File: config.mk
export PLATFORM = sky130hd
export DESIGN_NAME = gf180mcu_fd_sc_mcu7t5v0__nand4_bist
export DESIGN_NICKNAME = d
export VERILOG_FILES = /design/src/rtl/gf180mcu_fd_sc_mcu7t5v0__nand4_bist.sv
export SDC_FILE = /design/constraint.sdc
export NUM_CORES = 1
export LEC_CHECK = 0
export BUFFER_PORTS_ARGS = -buffer_cell sky130_fd_sc_hd__buf_4
export CORE_MARGIN = 3
export CORE_UTILIZATION = 25
export DETAILED_ROUTE_END_ITERATION = 7
export GPL_TIMING_DRIVEN = 0
export PLACE_DENSITY = 0.52
export SLEW_MARGIN = 25
export SYNTH_ARGS = -nofsm -noshare
export SYNTH_HDL_FRONTEND = slang
export SYNTH_SLANG_ARGS = --single-unit
File: constraint.sdc
create_clock -name CLK -period 1.67 [get_ports CLK]
set_input_delay 0.167 -clock CLK [delete_from_list [all_inputs] [get_ports CLK]]
set_output_delay 0.167 -clock CLK [all_outputs]
set_load 0.005 [all_outputs]
File: src/rtl/gf180mcu_fd_sc_mcu7t5v0__nand4_bist.sv
// ---------------------------------------------------------------------------
// gf180mcu_fd_sc_mcu7t5v0__nand4_bist
//
// Self-checking exerciser for the 4-input NAND functional model. It walks
// {A4,A3,A2,A1} through all 16 vectors, LOOPS times per run. Each vector is
// held SETTLE_CYC cycles in APPLY, then ZN is sampled during one SAMPLE cycle
// and compared against the ideal NAND4 result. Mismatches go into a
// saturating counter, and the verdict is reported through a START/DONE
// handshake.
//
// Parameters:
//   SETTLE_CYC  cycles each vector is held before ZN is sampled (1..15)
//   LOOPS       full 16-vector passes per run (1..255)
//   ERR_W       width of the saturating mismatch counter (2..16)
//
// Ports:
//   CLK       in   rising-edge clock
//   RST       in   synchronous active-high reset; overrides everything
//   START     in   run request; only looked at in IDLE or DONE
//   ZN        in   output of the NAND4 under test
//   A1..A4    out  vector bits 0..3 driven to the NAND4 (registered)
//   BUSY      out  high while a run is in progress
//   DONE      out  high from run completion until the next START or RST
//   PASS      out  meaningful while DONE=1; high when ERR_CNT==0
//   ERR_CNT   out  saturating mismatch count for the current or last run
//
// Optional feature (macro GF180MCU_FD_SC_MCU7T5V0__NAND4_BIST_FAILLOG_EN):
//   FAIL_VLD  out  set on the first mismatch of a run
//   FAIL_VEC  out  {A4,A3,A2,A1} at that first mismatch
//   Both hold until RST or the next START, and clear when a run starts.
// ---------------------------------------------------------------------------
module gf180mcu_fd_sc_mcu7t5v0__nand4_bist #(
    parameter int unsigned SETTLE_CYC = 2,
    parameter int unsigned LOOPS      = 1,
    parameter int unsigned ERR_W      = 5
) (
    input  logic             CLK,
    input  logic             RST,
    input  logic             START,
    input  logic             ZN,
    output logic             A1,
    output logic             A2,
    output logic             A3,
    output logic             A4,
    output logic             BUSY,
    output logic             DONE,
    output logic             PASS,
    output logic [ERR_W-1:0] ERR_CNT
`ifdef GF180MCU_FD_SC_MCU7T5V0__NAND4_BIST_FAILLOG_EN
    ,
    output logic             FAIL_VLD,
    output logic [3:0]       FAIL_VEC
`endif
);

    // Settle counter reaches SETTLE_CYC (max 15) on the APPLY exit edge.
    localparam int unsigned SettleW = 4;
    localparam int unsigned LoopW   = 8;

    localparam logic [SettleW-1:0] SettleLast = SettleW'(SETTLE_CYC - 1);
    localparam logic [LoopW-1:0]   LoopLast   = LoopW'(LOOPS - 1);
    localparam logic [3:0]         VecLast    = 4'hF;

    typedef enum logic [1:0] {
        StIdle,
        StApply,
        StSample,
        StDone
    } state_e;

    state_e state_q, state_d;

    logic [3:0]         vec_q, vec_d;
    logic [SettleW-1:0] settle_q, settle_d;
    logic [LoopW-1:0]   loop_q, loop_d;
    logic [ERR_W-1:0]   err_q, err_d;

`ifdef GF180MCU_FD_SC_MCU7T5V0__NAND4_BIST_FAILLOG_EN
    logic               fail_vld_q, fail_vld_d;
    logic [3:0]         fail_vec_q, fail_vec_d;
`endif

    logic start_ok;
    logic expected_zn;
    logic mismatch;
    logic err_sat;
    logic last_vec;
    logic last_loop;

    // START is only honoured between runs; a request while busy is dropped.
    assign start_ok    = START && ((state_q == StIdle) || (state_q == StDone));
    assign expected_zn = ~(&vec_q);
    // Case inequality so that an X or Z on ZN is scored as a mismatch in
    // simulation rather than silently passing.
    assign mismatch    = (state_q == StSample) && (ZN !== expected_zn);
    assign err_sat     = &err_q;
    assign last_vec    = (vec_q == VecLast);
    assign last_loop   = (loop_q == LoopLast);

    // -----------------------------------------------------------------------
    // State register
    // -----------------------------------------------------------------------
    always_ff @(posedge CLK) begin
        if (RST) begin
            state_q <= StIdle;
        end else begin
            state_q <= state_d;
        end
    end

    // -----------------------------------------------------------------------
    // Next-state logic
    // -----------------------------------------------------------------------
    always_comb begin
        state_d = state_q;
        unique case (state_q)
            StIdle: begin
                if (start_ok) begin
                    state_d = StApply;
                end
            end
            StApply: begin
                if (settle_q == SettleLast) begin
                    state_d = StSample;
                end
            end
            StSample: begin
                if (last_vec && last_loop) begin
                    state_d = StDone;
                end else begin
                    state_d = StApply;
                end
            end
            StDone: begin
                if (start_ok) begin
                    state_d = StApply;
                end
            end
            default: state_d = StIdle;
        endcase
    end

    // -----------------------------------------------------------------------
    // Datapath next-state: vector, settle, loop and error counters
    // -----------------------------------------------------------------------
    always_comb begin
        vec_d    = vec_q;
        settle_d = settle_q;
        loop_d   = loop_q;
        err_d    = err_q;
`ifdef GF180MCU_FD_SC_MCU7T5V0__NAND4_BIST_FAILLOG_EN
        fail_vld_d = fail_vld_q;
        fail_vec_d = fail_vec_q;
`endif
        unique case (state_q)
            StIdle, StDone: begin
                if (start_ok) begin
                    vec_d    = '0;
                    settle_d = '0;
                    loop_d   = '0;
                    err_d    = '0;
`ifdef GF180MCU_FD_SC_MCU7T5V0__NAND4_BIST_FAILLOG_EN
                    fail_vld_d = 1'b0;
                    fail_vec_d = 4'h0;
`endif
                end
            end
            StApply: begin
                settle_d = settle_q + SettleW'(1);
            end
            StSample: begin
                if (mismatch) begin
                    if (!err_sat) begin
                        err_d = err_q + ERR_W'(1);
                    end
`ifdef GF180MCU_FD_SC_MCU7T5V0__NAND4_BIST_FAILLOG_EN
                    if (!fail_vld_q) begin
                        fail_vld_d = 1'b1;
                        fail_vec_d = vec_q;
                    end
`endif
                end
                if (!last_vec) begin
                    vec_d    = vec_q + 4'd1;
                    settle_d = '0;
                end else if (!last_loop) begin
                    vec_d    = 4'h0;
                    loop_d   = loop_q + LoopW'(1);
                    settle_d = '0;
                end
                // Final vector of the final loop: vec stays at 4'hF in DONE.
            end
            default: ;
        endcase
    end

    always_ff @(posedge CLK) begin
        if (RST) begin
            vec_q    <= '0;
            settle_q <= '0;
            loop_q   <= '0;
            err_q    <= '0;
        end else begin
            vec_q    <= vec_d;
            settle_q <= settle_d;
            loop_q   <= loop_d;
            err_q    <= err_d;
        end
    end

`ifdef GF180MCU_FD_SC_MCU7T5V0__NAND4_BIST_FAILLOG_EN
    always_ff @(posedge CLK) begin
        if (RST) begin
            fail_vld_q <= 1'b0;
            fail_vec_q <= 4'h0;
        end else begin
            fail_vld_q <= fail_vld_d;
            fail_vec_q <= fail_vec_d;
        end
    end

    assign FAIL_VLD = fail_vld_q;
    assign FAIL_VEC = fail_vec_q;
`endif

    // -----------------------------------------------------------------------
    // Output decode (Moore: everything derives from registered state)
    // -----------------------------------------------------------------------
    always_comb begin
        BUSY    = 1'b0;
        DONE    = 1'b0;
        PASS    = 1'b0;
        unique case (state_q)
            StApply, StSample: BUSY = 1'b1;
            StDone: begin
                DONE = 1'b1;
                PASS = (err_q == '0);
            end
            default: ;
        endcase
        A1      = vec_q[0];
        A2      = vec_q[1];
        A3      = vec_q[2];
        A4      = vec_q[3];
        ERR_CNT = err_q;
    end

endmodule

==> impl_metrics.env <==
export IMPL_outcome="complete, but fails checks"
export IMPL_failed_checks="setup timing"
export IMPL_clk_latency_ps=270
export IMPL_first_pass_iters=4
export IMPL_drc=0
export IMPL_slew_headroom_pct=65.7
export IMPL_cts_sinks=23
export IMPL_grt_pass1_wl_um=6130
export IMPL_htree_levels=1
export IMPL_setup_ws_ps=-16.8
export IMPL_viasPerCell=4.95
export IMPL_synthesis_nets=181
export IMPL_crit_path_max_fanout=3
export IMPL_fin_crit_sh_pct=101
export IMPL_ys_seq_area_share_pct=31.0
export IMPL_power_leakage_nw=0.752
export IMPL_stdcell_count=278
export IMPL_maxSlewViolCount=0
export IMPL_power_density_nw_per_um2=1310
export IMPL_ff_latch_area_um2=479
export IMPL_ys_warn_count=0
export IMPL_pin_count=16
export IMPL_grt_use_total_pct=10.6
export IMPL_initial_core_util_pct=26.3
export IMPL_final_nets=223
export IMPL_holdBufCountCts=0
export IMPL_die_h_um=83.0
export IMPL_synthCells=165
export IMPL_drive_above_1_share_pct=42.2
export IMPL_dieWidth_um=83.0
export IMPL_grt_pass1_vias=1227
export IMPL_whs_ps=324
export IMPL_rsz0062_at_grt="yes"
export IMPL_yosys_most_used_dff="dfxtp_1"
export IMPL_clk_pin_slew_ps=80
export IMPL_wirelength_um=3890
export IMPL_yosysMostFrequentCell="dfxtp_1"
export IMPL_grt_max_degree=13
export IMPL_place_ws_ps=-178
export IMPL_drt_first_iter_violations=70
export IMPL_async_flop_share_pct=0
export IMPL_die_area_um2=6900
export IMPL_cts_buffers=3
export IMPL_cp_start_kind="flip-flop"
export IMPL_clockBufferDepth=2
export IMPL_antenna_cells=0
export IMPL_fin_util_pct=37.3
export IMPL_antenna_found_initial=0
export IMPL_routedWlPerCell_um=14.0
export IMPL_required_ps=1810
export IMPL_cp_arrival_ps=1820
export IMPL_postSynthAreaPerCell_um2=8.99
export IMPL_hold_depth=4
export IMPL_row_count=27
export IMPL_synth_edf_count=0
export IMPL_syn_cell_area_um2=1480
export IMPL_yosysTopAreaCellShare_pct=31.0
export IMPL_cts_root_buffer="clkbuf_8"
export IMPL_dp_cells=252
export IMPL_port_buffers=15
export IMPL_via_count=1375
export IMPL_yosys_area_top_type="dfxtp_1"
export IMPL_path_class="flip-flop to flip-flop"
export IMPL_fmax_ghz=0.593
export IMPL_fp_coreArea_um2=5640
export IMPL_drv_cap=0
export IMPL_netlist_cell_type_count=50
export IMPL_ys_ff_latch=23
export IMPL_fin_skew_ps=2.30
export IMPL_place_hpwl_um=2490
export IMPL_ant_nets=0
export IMPL_worstMarginPinSlew_ps=515
export IMPL_endpoint_kind="flip-flop"
export IMPL_multi_input_area_um2=1100
export IMPL_synth_common_cells="23 x dfxtp_1, 13 x inv_1, 12 x ha_1"
export IMPL_gr_total_overflow=0
export IMPL_ff2ff_path_depth=9
export IMPL_cts_tree="built"
export IMPL_finalCriticalPeriod_ps=1690
export IMPL_synth_area_leaders="dfxtp_1 31%, ha_1 10%, a2111oi_4 5.6%"
export IMPL_n_fill_cell=539
export IMPL_worstHoldPathType="input pin to flip-flop"
export IMPL_hold_viol=0
export IMPL_gp_congestion=0.751
export IMPL_setup_viol=1
export IMPL_area_growth_pct=41.7
export IMPL_vdd_drop_max_mv=0.609
==> per-layer routing <==
layer  global-route usage (%)  wire [µm]
met5                        0          0
met3                     1.88        125
met4                     2.23         35
met2                     16.8       1810
met1                     15.1       1910
==> stage by stage <==
| stage | setup TNS (ps) | power, mW | instance area, µm² |
|---|---|---|---|
| finish | -16.8 | 2.75 | 2100 |
| global route | -411 | 2.94 | 2100 |
| detailed placement | -1200 | 1.79 | 1710 |
| CTS | -86.4 | 2.47 | 1960 |
| global placement | -1280 | 1.79 | 1710 |
| floorplan | 0 | 1.49 | 1510 |
==> worst paths after layout <==
kind	to	from	slack [ps]
worst max register to register	ERR_CNT[3]	ERR_CNT[1]	-20
worst min-delay path	loop_q[1]	RST	320
worst max-delay path	ERR_CNT[3]	ERR_CNT[1]	-20
worst min register to register	settle_q[0]	settle_q[0]	480
==> area by class of cell <==
class / count / share of cell area [%]
Timing Repair Buffer: 37 / 14.3
Multi-Input combinational cell: 123 / 52.4
Clock buffer: 4 / 2.14
Tap cell: 72 / 4.28
Buffer: 6 / 1.73
Sequential cell: 23 / 22.8
Inverter: 13 / 2.32
==> worst max-delay path, cell delays in order (launching register included) <==
cell	delay, ps
dfxtp_4	370
ha_4	150
and3_4	180
ha_4	150
and4b_1	250
o21ai_2	60
buf_4	130
buf_4	120
nand3_2	60
a31oi_1	80
==> cells in the final DEF (no fill, tap or decap), drive strengths merged, types with 2 or more instances in the layout <==
cell type  Yosys  layout
a31oi          5       5
nand2b         3       3
a22o           2       2
nor2b          4       4
inv           13      13
a21o           2       2
nand2         11      11
clkbuf         3       7
nor4           3       3
o31ai          2       2
and3           3       3
a21oi          8       8
dfxtp         23      23
xnor2          4       4
nand3         10      10
nand4          4       4
ha            12      12
or3b           3       3
o21ai          6       6
nor2          11      11
nor4bb         2       2
buf            3      40
a31o           2       2
a211oi         5       5
o21bai         2       2
a2111oi        3       3
==> logic make-up after synthesis <==
logic type,synth area share [%]
xor gates and xnor gates,2.36
adders and majority gates,10.1
AOI/OAI and AO/OA,25.3
muxes,1.69
buffers and inverters,5.65
and+or+nand+nor,23.9
DFF,31.0
==> what timing repair did <==
| item | CTS | global route |
|---|---|---|
| gates resized for setup | 23 | 20 |
| gates cloned | 0 | 0 |
| setup buffers | 12 | 10 |
| setup endpoints to repair | 16 | 22 |
| pin swaps | 6 | 15 |
==> state kept, by name (all words and copies together) (netlist names) <==
register  flops
loop_q        8
vec_q         4
settle_q      4
state_q       2
ERR_CNT       5
==> where the power goes <==
group / internal, mW / switching, mW
combinational: 0.866 / 0.831
sequential: 0.625 / 0.0756
clock: 0.171 / 0.186
Power figures use the tool's default switching activity.
